## src/rtl/ifu_pkg.sv

```systemverilog
// Shared types and constants for the instruction fetch unit.
// Used by instr_fetch_unit and ifu_fifo.
package ifu_pkg;

    localparam int XLEN        = 32;
    localparam int INSTR_BYTES = 4;

    localparam logic [XLEN-1:0] DEFAULT_RESET_PC = 32'h0000_0000;

    typedef struct packed {
        logic [XLEN-1:0] pc;
        logic [XLEN-1:0] word;
    } fifo_entry_t;

    localparam int ENTRY_W = $bits(fifo_entry_t);

    typedef enum logic {
        FETCH_RUN,
        FETCH_HALTED
    } fetch_state_e;

    function automatic logic [XLEN-1:0] next_pc(input logic [XLEN-1:0] pc);
        return pc + XLEN'(INSTR_BYTES);
    endfunction

endpackage

```

## src/rtl/ifu_fifo.sv

```systemverilog
// Prefetch FIFO holding {pc, word} entries.
// The head is read straight from the storage flops, so data written in one cycle is visible the next.
module ifu_fifo
    import ifu_pkg::*;
#(
    parameter int DEPTH = 4
) (
    input  logic                     clk,
    input  logic                     reset,
    input  logic                     push,
    input  logic [ENTRY_W-1:0]       push_data,
    input  logic                     pop,
    input  logic                     flush,
    output logic                     head_valid,
    output logic [ENTRY_W-1:0]       head_data,
    output logic [$clog2(DEPTH):0]   count
);

    localparam int PTR_W = $clog2(DEPTH);
    localparam logic [PTR_W:0] FULL_COUNT = (PTR_W + 1)'(DEPTH);

    logic [PTR_W-1:0]   wr_ptr_q, wr_ptr_d;
    logic [PTR_W-1:0]   rd_ptr_q, rd_ptr_d;
    logic [PTR_W:0]     count_q, count_d;
    logic [ENTRY_W-1:0] mem_q [DEPTH];
    logic [ENTRY_W-1:0] mem_d [DEPTH];
    logic               full;
    logic               do_push;
    logic               do_pop;

    assign full       = (count_q == FULL_COUNT);
    assign head_valid = (count_q != '0);
    assign head_data  = head_valid ? mem_q[rd_ptr_q] : '0;
    assign count      = count_q;

    assign do_pop  = pop & head_valid;
    assign do_push = push & (!full | do_pop);

    // Flush wins over any push or pop in the same cycle.
    always_comb begin
        wr_ptr_d = wr_ptr_q;
        rd_ptr_d = rd_ptr_q;
        count_d  = count_q;
        mem_d    = mem_q;
        if (flush) begin
            wr_ptr_d = '0;
            rd_ptr_d = '0;
            count_d  = '0;
        end else begin
            if (do_push) begin
                mem_d[wr_ptr_q] = push_data;
                wr_ptr_d        = wr_ptr_q + PTR_W'(1);
            end
            if (do_pop) begin
                rd_ptr_d = rd_ptr_q + PTR_W'(1);
            end
            count_d = count_q + (PTR_W + 1)'(do_push) - (PTR_W + 1)'(do_pop);
        end
    end

    always_ff @(posedge clk) begin
        if (reset) begin
            wr_ptr_q <= '0;
            rd_ptr_q <= '0;
            count_q  <= '0;
        end else begin
            wr_ptr_q <= wr_ptr_d;
            rd_ptr_q <= rd_ptr_d;
            count_q  <= count_d;
        end
    end

    always_ff @(posedge clk) begin
        mem_q <= mem_d;
    end

endmodule

```

## src/rtl/instr_fetch_unit.sv

```systemverilog
// Fetch front end: sequential PC generation, credit-limited memory requests and redirect/kill handling.
// Optional misaligned-redirect trap is enabled by defining IFU_MISALIGN_CHECK_EN.
module instr_fetch_unit
    import ifu_pkg::*;
#(
    parameter int          DEPTH    = 4,
    parameter logic [31:0] RESET_PC = DEFAULT_RESET_PC
) (
    input  logic        clk,
    input  logic        reset,
    output logic        imem_req,
    output logic [31:0] imem_addr,
    input  logic        imem_gnt,
    input  logic        imem_rvalid,
    input  logic [31:0] imem_rdata,
    input  logic        redirect_valid,
    input  logic [31:0] redirect_pc,
    output logic        instr_valid,
    output logic [31:0] instr,
    output logic [31:0] instr_pc,
    input  logic        instr_ready,
    output logic        fetch_err
);

    localparam int CNT_W = $clog2(DEPTH) + 1;
    localparam logic [CNT_W:0] CREDIT_MAX = (CNT_W + 1)'(DEPTH);

    logic [31:0]        fetch_pc_q, fetch_pc_d;
    logic [31:0]        resp_pc_q, resp_pc_d;
    logic [CNT_W-1:0]   outstanding_q, outstanding_d;
    logic [CNT_W-1:0]   kill_q, kill_d;
    logic [CNT_W-1:0]   fifo_count;
    logic [CNT_W:0]     credits_used;
    logic [31:0]        target_pc;
    logic               halted;
    logic               handshake;
    logic               rvalid_ok;
    logic               drop_resp;
    logic               push;
    logic               pop;
    fifo_entry_t        push_entry;
    fifo_entry_t        head_entry;
    logic [ENTRY_W-1:0] head_data;

    assign target_pc = redirect_pc & 32'hFFFF_FFFC;

    // Credits counted from registered state only, so a pop frees a slot for the next cycle.
    assign credits_used = {1'b0, fifo_count} + {1'b0, outstanding_q};
    assign imem_req     = !reset && !redirect_valid && !halted && (credits_used < CREDIT_MAX);
    assign imem_addr    = fetch_pc_q;
    assign handshake    = imem_req & imem_gnt;

    // A response with nothing owed (e.g. a straggler from before reset) is ignored.
    assign rvalid_ok = imem_rvalid & (outstanding_q != '0);
    assign drop_resp = rvalid_ok & (kill_q != '0);
    assign push      = rvalid_ok & !drop_resp & !redirect_valid;
    assign pop       = instr_valid & instr_ready;

    assign push_entry = '{pc: resp_pc_q, word: imem_rdata};

    always_comb begin
        fetch_pc_d    = fetch_pc_q;
        resp_pc_d     = resp_pc_q;
        kill_d        = kill_q;
        outstanding_d = outstanding_q + CNT_W'(handshake) - CNT_W'(rvalid_ok);
        if (redirect_valid) begin
            fetch_pc_d = target_pc;
            resp_pc_d  = target_pc;
            kill_d     = outstanding_d;
        end else begin
            if (handshake) begin
                fetch_pc_d = next_pc(fetch_pc_q);
            end
            if (drop_resp) begin
                kill_d = kill_q - CNT_W'(1);
            end
            if (push) begin
                resp_pc_d = next_pc(resp_pc_q);
            end
        end
    end

    always_ff @(posedge clk) begin
        if (reset) begin
            fetch_pc_q    <= RESET_PC;
            resp_pc_q     <= RESET_PC;
            outstanding_q <= '0;
            kill_q        <= '0;
        end else begin
            fetch_pc_q    <= fetch_pc_d;
            resp_pc_q     <= resp_pc_d;
            outstanding_q <= outstanding_d;
            kill_q        <= kill_d;
        end
    end

`ifdef IFU_MISALIGN_CHECK_EN
    fetch_state_e state_q, state_d;

    // A misaligned target parks the unit; the kill count loaded on that redirect drains in-flight data.
    always_comb begin
        state_d = state_q;
        if (redirect_valid) begin
            state_d = (redirect_pc[1:0] != 2'b00) ? FETCH_HALTED : FETCH_RUN;
        end
    end

    always_ff @(posedge clk) begin
        if (reset) begin
            state_q <= FETCH_RUN;
        end else begin
            state_q <= state_d;
        end
    end

    assign halted    = (state_q == FETCH_HALTED);
    assign fetch_err = halted;
`else
    assign halted    = 1'b0;
    assign fetch_err = 1'b0;
`endif

    ifu_fifo #(
        .DEPTH (DEPTH)
    ) u_fifo (
        .clk        (clk),
        .reset      (reset),
        .push       (push),
        .push_data  (push_entry),
        .pop        (pop),
        .flush      (redirect_valid),
        .head_valid (instr_valid),
        .head_data  (head_data),
        .count      (fifo_count)
    );

    assign head_entry = fifo_entry_t'(head_data);
    assign instr      = head_entry.word;
    assign instr_pc   = head_entry.pc;

    assert property (@(posedge clk) disable iff (reset)
        !(imem_rvalid && (kill_q == '0) && (fifo_count == CNT_W'(DEPTH))));

endmodule

```

## config.mk

```make
export PLATFORM = sky130hd
export DESIGN_NAME = instr_fetch_unit
export DESIGN_NICKNAME = d
export VERILOG_FILES = /design/src/rtl/ifu_pkg.sv /design/src/rtl/ifu_fifo.sv /design/src/rtl/instr_fetch_unit.sv
export SDC_FILE = /design/constraint.sdc
export NUM_CORES = 1
export LEC_CHECK = 0
export CORE_ASPECT_RATIO = 0.7
export CORE_MARGIN = 1
export CORE_UTILIZATION = 45
export CTS_CLUSTER_SIZE = 30
export DETAILED_ROUTE_END_ITERATION = 10
export DONT_BUFFER_PORTS = 1
export GPL_TIMING_DRIVEN = 1
export SLEW_MARGIN = 25
export SYNTH_ARGS = -nofsm -noshare
export SYNTH_HDL_FRONTEND = slang
export SYNTH_SLANG_ARGS = --single-unit
```

## constraint.sdc

```tcl
create_clock -name clk -period 9.5 [get_ports clk]
set_input_delay 1.425 -clock clk [delete_from_list [all_inputs] [get_ports clk]]
set_output_delay 1.425 -clock clk [all_outputs]
set_load 0.02 [all_outputs]
```

[Word-level counts from Yosys, hierarchy flattened]
Index checks and enable logic that the tools add are counted.
Widths: inputs -> output; s select.
Cells by class
  bitwise gates (word level): 12
  $add $sub $neg: 10
  muxes and demuxes: 13
  order comparisons: 4
  equal/unequal tests: 1
  reductions and logical operators: 15
Operators by type and width (number)
  $bwmux 256: 1
  $mux 64: 4
  $bmux 64 s2: 1
  $demux 64 s2: 1
  $mux 32: 4
  $add 32x3->32 const B: 2
  $reduce_bool 3->1: 3
  $and 1x1->1: 8
  $add 3x1->3: 2
  $ge 3x3->1 const B: 2
  $mux 3: 2
  $not 2->3: 2
  $reduce_bool 2->1: 3
  $sub 3x1->3: 2
  $add 2x1->2 const B: 2
  $add 3x3->4: 1
  $logic_not 1->1: 4
  $lt 4x3->1 const B: 1
  $eq 3x3->1 const B: 1
  $logic_and 1x1->1: 3
  $lt 3x1->1 const B: 1
  $sub 3x1->3 const B: 1
  $reduce_and 2->1: 1
  $reduce_or 2->1: 1
  other kinds (2): 2
Word-level totals
  output and inout bits: 99
  register bits after elaboration: 333
  input port bits: 70

[Logic depth before layout (Yosys ltp)]
Gate-level depths: netlist (run 1).
  depth after elaboration: 9
  gate-level depth with buffers: 14

[Modules after synthesis]
Synthesis (run 1) repeated with hierarchy kept, for this count alone.
Unflattened totals
  cells, all modules: 939
  area total of the unflattened synthesis: 13945.9 um^2
By module, submodules not included
  ifu_fifo: times used 1, cells an instance 452, area each 10141.0 um^2, seq. area each 7827.5 um^2
  instr_fetch_unit: times used 1, cells an instance 487, area each 3804.9 um^2, seq. area each 1321.3 um^2

[Least setup slack after synthesis (run 1)]
No wires, ideal clock.
  path kind: input-to-reg
  start: input redirect_valid
  end: register u_fifo.mem_q[0] (netlist bit), enable pin
  setup slack: 5437 ps
  cell stages on the path: 3
  setup time: 426 ps
  buffers on the path: 1
  arrival time: 3637 ps
  path through: clkbuf_1 nor3_1 and2_1
Between the ends
  cells in the longest elaborated chain, start to end: 4
  elaborated cells on any way between the ends: 5
Ends and longest elaborated chain
  from (decl): RTL line instr_fetch_unit.sv:16  | input logic redirect_valid,
  $logic_not 1->1: RTL line instr_fetch_unit.sv:56  | assign push = rvalid_ok & !drop_resp & !redirect_valid;
  $and 1x1->1: RTL line instr_fetch_unit.sv:56
  $and 1x1->1: RTL line ifu_fifo.sv:37  | assign do_push = push & (!full | do_pop);
  $reduce_and 2->1 (no line) *
  to (signal assigned): RTL line ifu_fifo.sv:74  | mem_q <= mem_d;
  to (decl): RTL line ifu_fifo.sv:25  | logic [ENTRY_W-1:0] mem_q [DEPTH];
Every way passes the cells marked *; elsewhere a longest branch is shown, timed or not.
A chain may end at the register's enable or synchronous reset.

[Worst setup path in the final report (run 1)]
  start: register u_fifo.rd_ptr_q[0]
  end: output instr[31]
Between the ends
  cells in the longest elaborated chain, start to end: 5
Ends and longest elaborated chain
  from (decl): RTL line ifu_fifo.sv:23  | logic [PTR_W-1:0] rd_ptr_q, rd_ptr_d;
  from (signal assigned): RTL line ifu_fifo.sv:68  | rd_ptr_q <= rd_ptr_d;
  $not 2->3 (implied by the code): RTL line ifu_fifo.sv:33  | assign head_data = head_valid ? mem_q[rd_ptr_q] : '0;
  $bmux 64 s2: RTL line ifu_fifo.sv:33
  $mux 64 (implied by the code) (2 in series): RTL line ifu_fifo.sv:33
  $mux 64: RTL line ifu_fifo.sv:33
  to (decl): RTL line instr_fetch_unit.sv:19  | output logic [31:0] instr,
Every way passes these cells. The select of a mux whose other input is x is not followed.

==> impl_results.md, run 1 <==
- Status: complete, no violations
- Commonest cells in the netlist: 248 x edfxtp_1, 73 x and2_1, 73 x dfxtp_1
- Fin crit share: 42.7%
- Count leader, synth: edfxtp_1
- DR pass1 iterations: 5
- Post-CTS Hold Fix Bufs: 0
- Io pins: 169
- CP Launch Type: flop
- Via Count: 7352
- Critical path launch point: u_fifo.rd_ptr_q[0]
- Post-detailed-route count of antenna-violating nets: 0
- PostCTS Resize Cnt: 0
- Skew-Pair Late Insertion Delay: 580 ps
- # setup viols final: 0
- Core area: 29200 um^2
- Initial drt markers: 442
- Final worst slack: 5440 ps
- Post-synthesis xor/xnor area fraction: 3.44%
- Final Skew: 9.00 ps
- Routed wire length per instance: 22.6 um
- Clock period minus worst slack: 4060 ps
- IO buf count: 0
- Die ar.: 30700 um^2
- Critical Path AT: 2630 ps
- CTS Sinks: 321
- First-pass GRT wire length: 44.7 mm
- Final Hold Fails: 0
- Netlist cell types: 56
- Simple-gate share of the synthesized area: 10.6%
- Pin count of the biggest net entering global routing: 65
- Via density: 5.73
- Synth Area in Compound Gates: 5.46%
- Area of the multi-input gates: 4310 um^2
- Ys flop type: edfxtp_1
- GP Congestion: 0.791
- Crit. End Element: output pin
- Layout Nets: 967
- Hold crit path type: reg -> reg
- Setup WS pre-CTS: 5410 ps
- Detailed-route DRC error count: 0
- Syn_area_per_cell: 15.2 um^2
- Max_cap viols: 0
- Largest family of logic cells by synthesized area: simple AND/OR/NAND/NOR gates
- Setup Crit Path Kind: reg -> out
- Rel. slew slack: 46.9%
- F_max: 0.246 GHz
- Clock tree buffer depth: 3
- Starting Density: 46.2%
- FFs w/ async S/R, synth: 0%
- Leak: 4.64 nW
- Reg2reg start: outstanding_q[1]
- HPWL Detailed: 18.5 mm
- Fillers: 2439
- Post-synthesis mux area share: 10.6%
- Synth warn: 0
- Synth area leaders: edfxtp_1 55%, dfxtp_1 11%, mux4_2 10%
- N_diodes: 0
- Setup Fix Bufs, Post-CTS: 0
- Vias in the first global route: 7360
- H-tree depth: 1
- CTS tree: yes
- Synth area leader: edfxtp_1
- Top cell type's share of synthesized area: 55.1%
- Synthesis-to-layout area growth: 9.49%
- Total GRT Usage: 19.2%
- Post-Synthesis Cells: 890
- Seq/Total Area, Yosys: 66.0%
- Unrepaired setup endpoints after global routing: no
- Row cnt: 52
- Worst slew pin tran: 796 ps
- Worst Hold Launch: kill_q[1]
- Pwr per Cell Area: 214 nW/um^2
- Total gr overflow: 0
- Worst-path maximum fanout: 48
- Reg area: 8910 um^2
- Die Y: 147 um
- Post-Synthesis Cell Area: 13500 um^2
- FF+latch count, synth: 321
- Adder-cell share of the synthesized area: 1.59%
- Die X: 209 um
- CTS Root Cell: clkbuf_16
- Post-Route WL: 29.0 mm
- Antenna violations before repair: 0
- Peak supply drop: 0.102 mV
- Layout cells sized above 1: 14.3%
- Overall Power: 3.16 mW
- EDFF count, synth: 248
- CTS Buf Count: 31
- Critical path required time: 8080 ps
- Clock edge transition at the registers on the reported setup and hold paths: 60 ps
- Final TNS setup: 0 ps
- Max-slew violations: 0
area by class of cell:
| class | instances | area share (%) |
|---|---|---|
| repair buffers | 9 | 0.482 |
| inverters | 20 | 0.508 |
| clock inverters | 23 | 1.04 |
| multi-input cells | 498 | 29.2 |
| well taps | 378 | 3.20 |
| flip-flops and latches | 321 | 60.3 |
| clock buffers | 34 | 5.32 |
metal layers:
metal	vias up	global-route usage, %	wire length [um]
li1	3392	-	-
met1	3677	28.7	13900
met2	248	27.3	12100
met3	35	6.07	2470
met4	0	3.97	470
met5	-	0	0
placed cells by master (no fill, tap or decap), types with 3 or more instances in the layout:
| cell | instances |
|---|---|
| edfxtp_1 | 248 |
| dfxtp_1 | 71 |
| and2_1 | 69 |
| mux4_2 | 62 |
| nand3_1 | 33 |
| nor2_1 | 33 |
| xnor2_1 | 33 |
| clkbuf_16 | 31 |
| nand2_1 | 29 |
| a21boi_0 | 24 |
| nor3_1 | 22 |
| nand4_1 | 21 |
| xor2_1 | 20 |
| inv_1 | 18 |
| o21a_1 | 17 |
| a21oi_1 | 15 |
| ha_1 | 14 |
| o21ai_0 | 12 |
| clkinv_1 | 12 |
| a211oi_1 | 10 |
| and3_1 | 9 |
| buf_4 | 8 |
| and4_1 | 7 |
| nor4_1 | 7 |
| o31a_1 | 5 |
| a31oi_1 | 5 |
| conb_1 | 5 |
| and2_2 | 4 |
| clkinv_2 | 4 |
| nor2b_1 | 3 |
| o311ai_0 | 3 |
| or4_1 | 3 |
| mux2i_1 | 3 |
| clkbuf_1 | 3 |
kinds of logic after synthesis:
logic type	after synthesis
AOI/OAI and AO/OA	105
xor gates and xnor gates	53
adders and majority gates	16
buffers and inverters	75
DFF	321
muxes	65
other	1
and+or+nand+nor	254
critical path, stage by stage (launching register included):
cell,delay (ps)
dfxtp_4,570
buf_6,610
mux4_2,610
and2_1,250
final timing paths:
| kind | to | slack [ps] | cells past startpoint |
|---|---|---|---|
| setup / recovery | instr[31] | 5440 | 3 |
| hold / removal | kill_q[1] | 540 | 2 |
| setup reg to reg | kill_q[2] | 6160 | 12 |
| hold reg to reg | kill_q[1] | 540 | 2 |
stage by stage:
stage                     hold slack [ps]  util [%]  instance area [um^2]  instances
after detailed placement              521      47.3                 13800       1226
after global routing                  561      50.6                 14800       1283
after global placement                508      47.3                 13800       1226
after CTS                             537      50.6                 14800       1283
after floorplan                       480         -                 13500        894
final                                 539      50.6                 14800       1283
registers in the layout, summed over array words and instances (netlist names):
signal           cells
imem_addr           30
u_fifo.count         3
resp_pc_q           30
outstanding_q        3
u_fifo.rd_ptr_q      2
kill_q               3
u_fifo.mem_q       248
u_fifo.wr_ptr_q      2
power by group:
| group | switching, mW | internal [mW] | leakage [nW] |
|---|---|---|---|
| registers | 0.0710 | 1.59 | 2.86 |
| logic | 0.218 | 0.133 | 1.32 |
| clock network | 0.521 | 0.625 | 0.457 |
Power figures use the tool's default switching activity.
==> inputs of run 2 (changes only) <==
--- a/config.mk
+++ b/config.mk
@@ -5,6 +5,7 @@
 export SDC_FILE = /design/constraint.sdc
 export NUM_CORES = 1
 export LEC_CHECK = 0
+export ABC_AREA = 1
 export CORE_ASPECT_RATIO = 0.7
 export CORE_MARGIN = 1
 export CORE_UTILIZATION = 45
==> constraint.sdc (replaced) <==
create_clock -name clk -period 3.36 [get_ports clk]
set_input_delay 0.504 -clock clk [delete_from_list [all_inputs] [get_ports clk]]
set_output_delay 0.504 -clock clk [all_outputs]
set_load 0.02 [all_outputs]
==> impl_results.md, run 2 <==
- Status: complete, no violations
- Layout cells sized above 1: 8.69%
- Antenna violations before repair: 0
- Pwr per Cell Area: 569 nW/um^2
- Post-Synthesis Cell Area: 14600 um^2
- Detailed-route DRC error count: 0
- IO buf count: 0
- # setup viols final: 0
- Die X: 217 um
- Row cnt: 54
- Most frequent cells in the layout: 370 x nor2_1, 252 x nand2_1, 248 x edfxtp_1, 174 x o21ai_0, 123 x a21oi_1
- CP dominant cell by count: buf_4
- EDFF count, synth: 248
- Leak: 6.02 nW
- Crit. End Element: output pin
- Max FFs per register: 248
- Clock edge transition at the registers on the reported setup and hold paths: 60 ps
- Total GRT Usage: 22.6%
- Post-detailed-route count of antenna-violating nets: 0
- Skew-Pair Late Insertion Delay: 530 ps
- Final Skew: 23.3 ps
- Max Used Layer: met4
- Setup Fix Bufs, Post-CTS: 0
- Via density: 5.32
- Critical Path AT: 2330 ps
- GP Congestion: 0.919
- Worst slew pin tran: 823 ps
- Die Y: 153 um
- Post-CTS Hold Fix Bufs: 0
- Final hold slack: 69.4 ps
- Worst-path maximum fanout: 24
- Max_cap viols: 0
- CTS Buf Count: 34
- PostCTS Resize Cnt: 0
- Max-slew violations: 0
- Critical path required time: 2860 ps
- First-pass GRT wire length: 58.3 mm
- FF+latch count, synth: 321
- Met2 WL: 16.1 mm
- Kind of cell adding the most delay to the critical path: buffers and inverters
- DRT met1 WL: 18.0 mm
- Io pins: 169
- Starting Density: 46.3%
- Synth area leaders: edfxtp_1 51%, dfxtp_1 10%, nor2_1 9.6%
- Die ar.: 33100 um^2
- CTS Root Cell: clkbuf_16
- Post-Synthesis Cells: 1587
- Fillers: 2839
- Routed wire length per instance: 18.1 um
- Max incr delay on CP: 560 ps
- Seq/Total Area, Yosys: 61.2%
- Commonest cells in the netlist: 374 x nor2_1, 252 x nand2_1, 248 x edfxtp_1
- Unrepaired setup endpoints after global routing: no
- F_max: 0.352 GHz
- Ys flop type: edfxtp_1
- Cell breakdown of the critical path: nor2_1 > nand2_1 > inv_2 > buf_4 > a21oi_1 > buf_4
- CP Launch Type: flop
- Post-Route WL: 37.3 mm
- Top cell type's share of synthesized area: 51.1%
- Final Hold Fails: 0
- Worst Path Buf+Inv: 3
- Core area: 31500 um^2
- Layout Nets: 1707
- Largest reg by FF count: u_fifo.mem_q
- N_diodes: 0
- Netlist cell types: 40
- H-tree depth: 2
- CTS Sinks: 321
- Via Count: 10983
- DR pass1 iterations: 5
- Initial drt markers: 933
- Setup Crit Path Kind: reg -> out
- Overall Power: 9.37 mW
- Peak supply drop: 0.375 mV
- CTS tree: yes
- Synth area leader: edfxtp_1
- Clock tree buffer depth: 3
- Synth warn: 0
- Clock period minus worst slack: 2840 ps
- Pin count of the biggest net entering global routing: 72
- FFs w/ async S/R, synth: 0%
- Commonest non-fill, non-tap cell in the layout: nor2_1
- Fin crit share: 84.5%
- HPWL Detailed: 23.8 mm
- Synthesis-to-layout area growth: 13.0%
- CP max-delay cell: inv_2
- Hold crit path type: in -> reg
- Count leader, synth: nor2_1
- Rel. slew slack: 45.2%
- Vias in the first global route: 10001
- Routed wl met3: 2.76 mm
- Syn_area_per_cell: 9.18 um^2
- Total gr overflow: 0
-- run 2: changes by cell type in the layout (fill, tap and decap cells not counted), moves of 17 or more --
| cell | previous run | this run |
|---|---|---|
| and2_1 | 69 | 1 |
| nand2_1 | 29 | 252 |
| a21boi_0 | 24 | 1 |
| nand3_1 | 33 | 71 |
| o21ai_0 | 12 | 174 |
| o21a_1 | 17 | 0 |
| nor2_1 | 33 | 370 |
| mux4_2 | 62 | 0 |
| buf_4 | 8 | 63 |
| nor3_1 | 22 | 4 |
| inv_1 | 18 | 110 |
| a21oi_1 | 15 | 123 |
| xnor2_1 | 33 | 4 |
-- run 2: metal layers --
| layer | global-route usage [%] | up-vias |
|---|---|---|
| li1 | - | 5385 |
| met1 | 34.4 | 5180 |
| met2 | 33.3 | 381 |
| met3 | 4.29 | 37 |
| met4 | 4.43 | 0 |
| met5 | 0 | - |
-- run 2: cell type report --
type | instances | area, um^2 | share of cell area (%)
clock inverters | 22 | 171 | 1.04
clock buffers | 39 | 880 | 5.34
flip-flops and latches | 321 | 8910 | 54.2
repair buffers | 70 | 613 | 3.73
multi-input cells | 1078 | 4920 | 29.9
inverters | 116 | 435 | 2.65
well taps | 420 | 526 | 3.19
-- run 2: cell families (layout without fill, tap and decap cells) --
logic type	Yosys count	after routing	synth area share, %
xor+xnor	9	9	0.541
flops	321	321	61.2
buf+inv	192	247	5.36
other cells	1	5	0.0257
compound gates	317	317	11.1
fa+ha+maj	16	16	1.48
simple gates	731	731	20.3
-- run 2: through the flow --
step	TNS, ps	worst slack (ps)	area (um^2)	cells	util [%]
2_1_floorplan	-232910	-939	14600	1591	-
3_3_place_gp	0	534	15400	2005	48.9
3_5_place_dp	0	512	15400	2005	48.9
4_1_cts	0	469	16500	2066	52.3
5_1_grt	0	266	16500	2066	52.3
6_report	0	522	16500	2066	52.3
-- run 2: report_power, final --
part	leakage (nW)	total (mW)	internal, mW	switching (mW)
sequential	2.86	4.69	4.49	0.204
clock	0.511	3.59	2.04	1.55
combinational	2.65	1.09	0.350	0.738
-- run 2: worst paths after layout --
kind | start | to | slack, ps | cells past startpoint
setup / recovery | u_fifo.count[1] | instr_pc[20] | 520 | 6
hold / removal | imem_rdata[8] | u_fifo.mem_q[8] | 70 | 0
setup reg to reg | outstanding_q[1] | kill_q[2] | 530 | 15
hold reg to reg | kill_q[2] | kill_q[2] | 480 | 2
==> inputs of run 3 (changes only) <==
==> constraint.sdc (replaced) <==
create_clock -name clk -period 2.3 [get_ports clk]
set_input_delay 0.345 -clock clk [delete_from_list [all_inputs] [get_ports clk]]
set_output_delay 0.345 -clock clk [all_outputs]
set_load 0.02 [all_outputs]
==> impl_results.md, run 3 (synthesis results as in run 2) <==
- Pin count of the biggest net entering global routing: 63
- CTS Buf Count: 31
- H-tree depth: 1
- Failing checks: hold timing, setup timing
- Via density: 5.47
- Non-Filler Instances: 2208
- Core area: 31500 um^2
- Critical Path AT: 2040 ps
- Final Skew: 16.3 ps
- Commonest non-fill, non-tap cell in the layout: nor2_1
- Synthesis-to-layout area growth: 32.4%
- Max Used Layer: met4
- Most frequent cells in the layout: 340 x nor2_1, 248 x edfxtp_1, 247 x nand2_1, 105 x inv_1, 100 x o21ai_0
- Final worst slack: -88.7 ps
- Setup WS pre-CTS: -222 ps
- Dpl cells: 2047
- Post-detailed-route count of antenna-violating nets: 0
- Pwr per Cell Area: 768 nW/um^2
- Cell breakdown of the critical path: buf_6 > nor2_4 > nand2_2 > buf_8 > inv_12 > buf_12 > buf_16 > a21oi_2 > buf_4
- Internal: 10.7 mW
- Layout Nets: 1848
- Worst-path maximum fanout: 8
- Rel. slew slack: 52.8%
- Overall Power: 14.8 mW
- Die Y: 153 um
- Peak supply drop: 0.561 mV
- # setup viols final: 36
- Vias in the first global route: 10941
- Clock tree buffer depth: 3
- Setup Crit Path Kind: reg -> out
- F_max: 0.419 GHz
- Total gr overflow: 0
- Logic pwr share: 18.6%
- Initial drt markers: 1306
- Largest reg by FF count: u_fifo.mem_q
- Detailed-route DRC error count: 0
- Clock power share: 35.3%
- CP Launch Type: flop
- Skew-Pair Late Insertion Delay: 580 ps
- Post-Route WL: 44.2 mm
- Max FFs per register: 248
- Met2 WL: 19.5 mm
- Max-slew violations: 0
- Clock edge transition at the registers on the reported setup and hold paths: 70 ps
- Layout cells sized above 1: 19.6%
- Final hold slack: -170 ps
- CTS Root Cell: clkbuf_16
- Total GRT Usage: 24.5%
- DR pass1 iterations: 6
- HPWL Detailed: 24.7 mm
- Io pins: 169
- GP Congestion: 0.877
- Switching Share: 27.4%
- CTS tree: yes
- Status: finished with violations
- Routed wl met3: 3.65 mm
- Starting Density: 46.3%
- Sequential power share: 46.1%
- CTS Sinks: 321
- Clock period minus worst slack: 2390 ps
- Crit. End Element: output pin
- Antenna violations before repair: 2
- Die ar.: 33100 um^2
- Final Hold Fails: 22
- First-pass GRT wire length: 63.5 mm
- Unrepaired setup endpoints after global routing: yes
- Post-CTS Hold Fix Bufs: 65
- Critical path required time: 1960 ps
- Max_cap viols: 0
- CP max-delay cell: dfxtp_4
- Row cnt: 54
- Routed wire length per instance: 20.0 um
- Leak: 6.96 nW
- Fin crit share: 104%
- DRT met1 WL: 20.4 mm
- Hold crit path type: in -> reg
- Worst slew pin tran: 707 ps
- IO buf count: 0
- Switching Power: 4.05 mW
- Die X: 217 um
- Via Count: 12088
- Max incr delay on CP: 360 ps
## run 3: changes by cell type in the layout (fill, tap and decap cells not counted), moves of 30 or more
cell / previous run / this run
a21oi_1: 123 / 61
a21oi_4: 0 / 42
buf_6: 0 / 57
dlygate4sd3_1: 0 / 65
nor2_1: 370 / 340
o21ai_0: 174 / 100
o21ai_1: 3 / 64
## run 3: path summary, 6_finish.rpt
kind / slack [ps] / end / cells after the start / from
hold / removal: -170 / kill_q[2] / 1 / reset
setup / recovery: -90 / instr_pc[30] / 9 / u_fifo.count[1]
setup reg to reg: -50 / kill_q[2] / 15 / outstanding_q[2]
hold reg to reg: 480 / kill_q[2] / 2 / kill_q[2]
## run 3: layer usage
| layer | GRT usage (%) | up-vias |
|---|---|---|
| met5 | 0 | - |
| met4 | 4.09 | 0 |
| met3 | 3.89 | 56 |
| met2 | 36.9 | 488 |
| met1 | 37.7 | 5855 |
| li1 | - | 5689 |
## run 3: final cells by class
class                           count  area, um^2
Fill cell                        2578       12200
Sequential cell                   321        8920
Multi-Input combinational cell   1078        5770
Timing Repair Buffer              214        2570
Clock buffer                       38         802
Tap cell                          420         526
Inverter                          116         464
Clock inverter                     20         219
Antenna cell                        1        2.50
## run 3: power groups by stage
stage / sequential (mW) / clock (mW) / combinational, mW
after CTS: 6.82 / 5.29 / 2.32
after floorplan: 6.89 / 0 / 1.18
after detailed placement: 6.93 / 0 / 1.87
after global placement: 6.92 / 0 / 1.84
after global routing: 6.86 / 5.49 / 2.97
final: 6.83 / 5.23 / 2.75
## run 3: critical path: cells and delay by family (launching register included)
kind	cells	cell delay [ps]
and+or+nand+nor	2	210
DFF	1	360
AOI/OAI and AO/OA	1	40
buffers and inverters	6	840
## run 3: per-stage QoR
stage	setup TNS, ps	utilization (%)	instance area [um^2]
2_1_floorplan	-56440	-	14600
3_3_place_gp	-396	50.4	15900
3_5_place_dp	-478	50.4	15900
4_1_cts	-105	57.4	18100
5_1_grt	-5570	61.2	19300
6_report	-2070	61.2	19300
## run 3: repair_timing
| item | 4_1_cts | 5_1_grt |
|---|---|---|
| gates resized for setup | 72 | 274 |
| gates cloned | 6 | 14 |
| setup buffers | 9 | 10 |
| hold endpoints to repair | 179 | 23 |
| pin swaps | 12 | 42 |
| endpoints found under the setup margin | 65 | 77 |
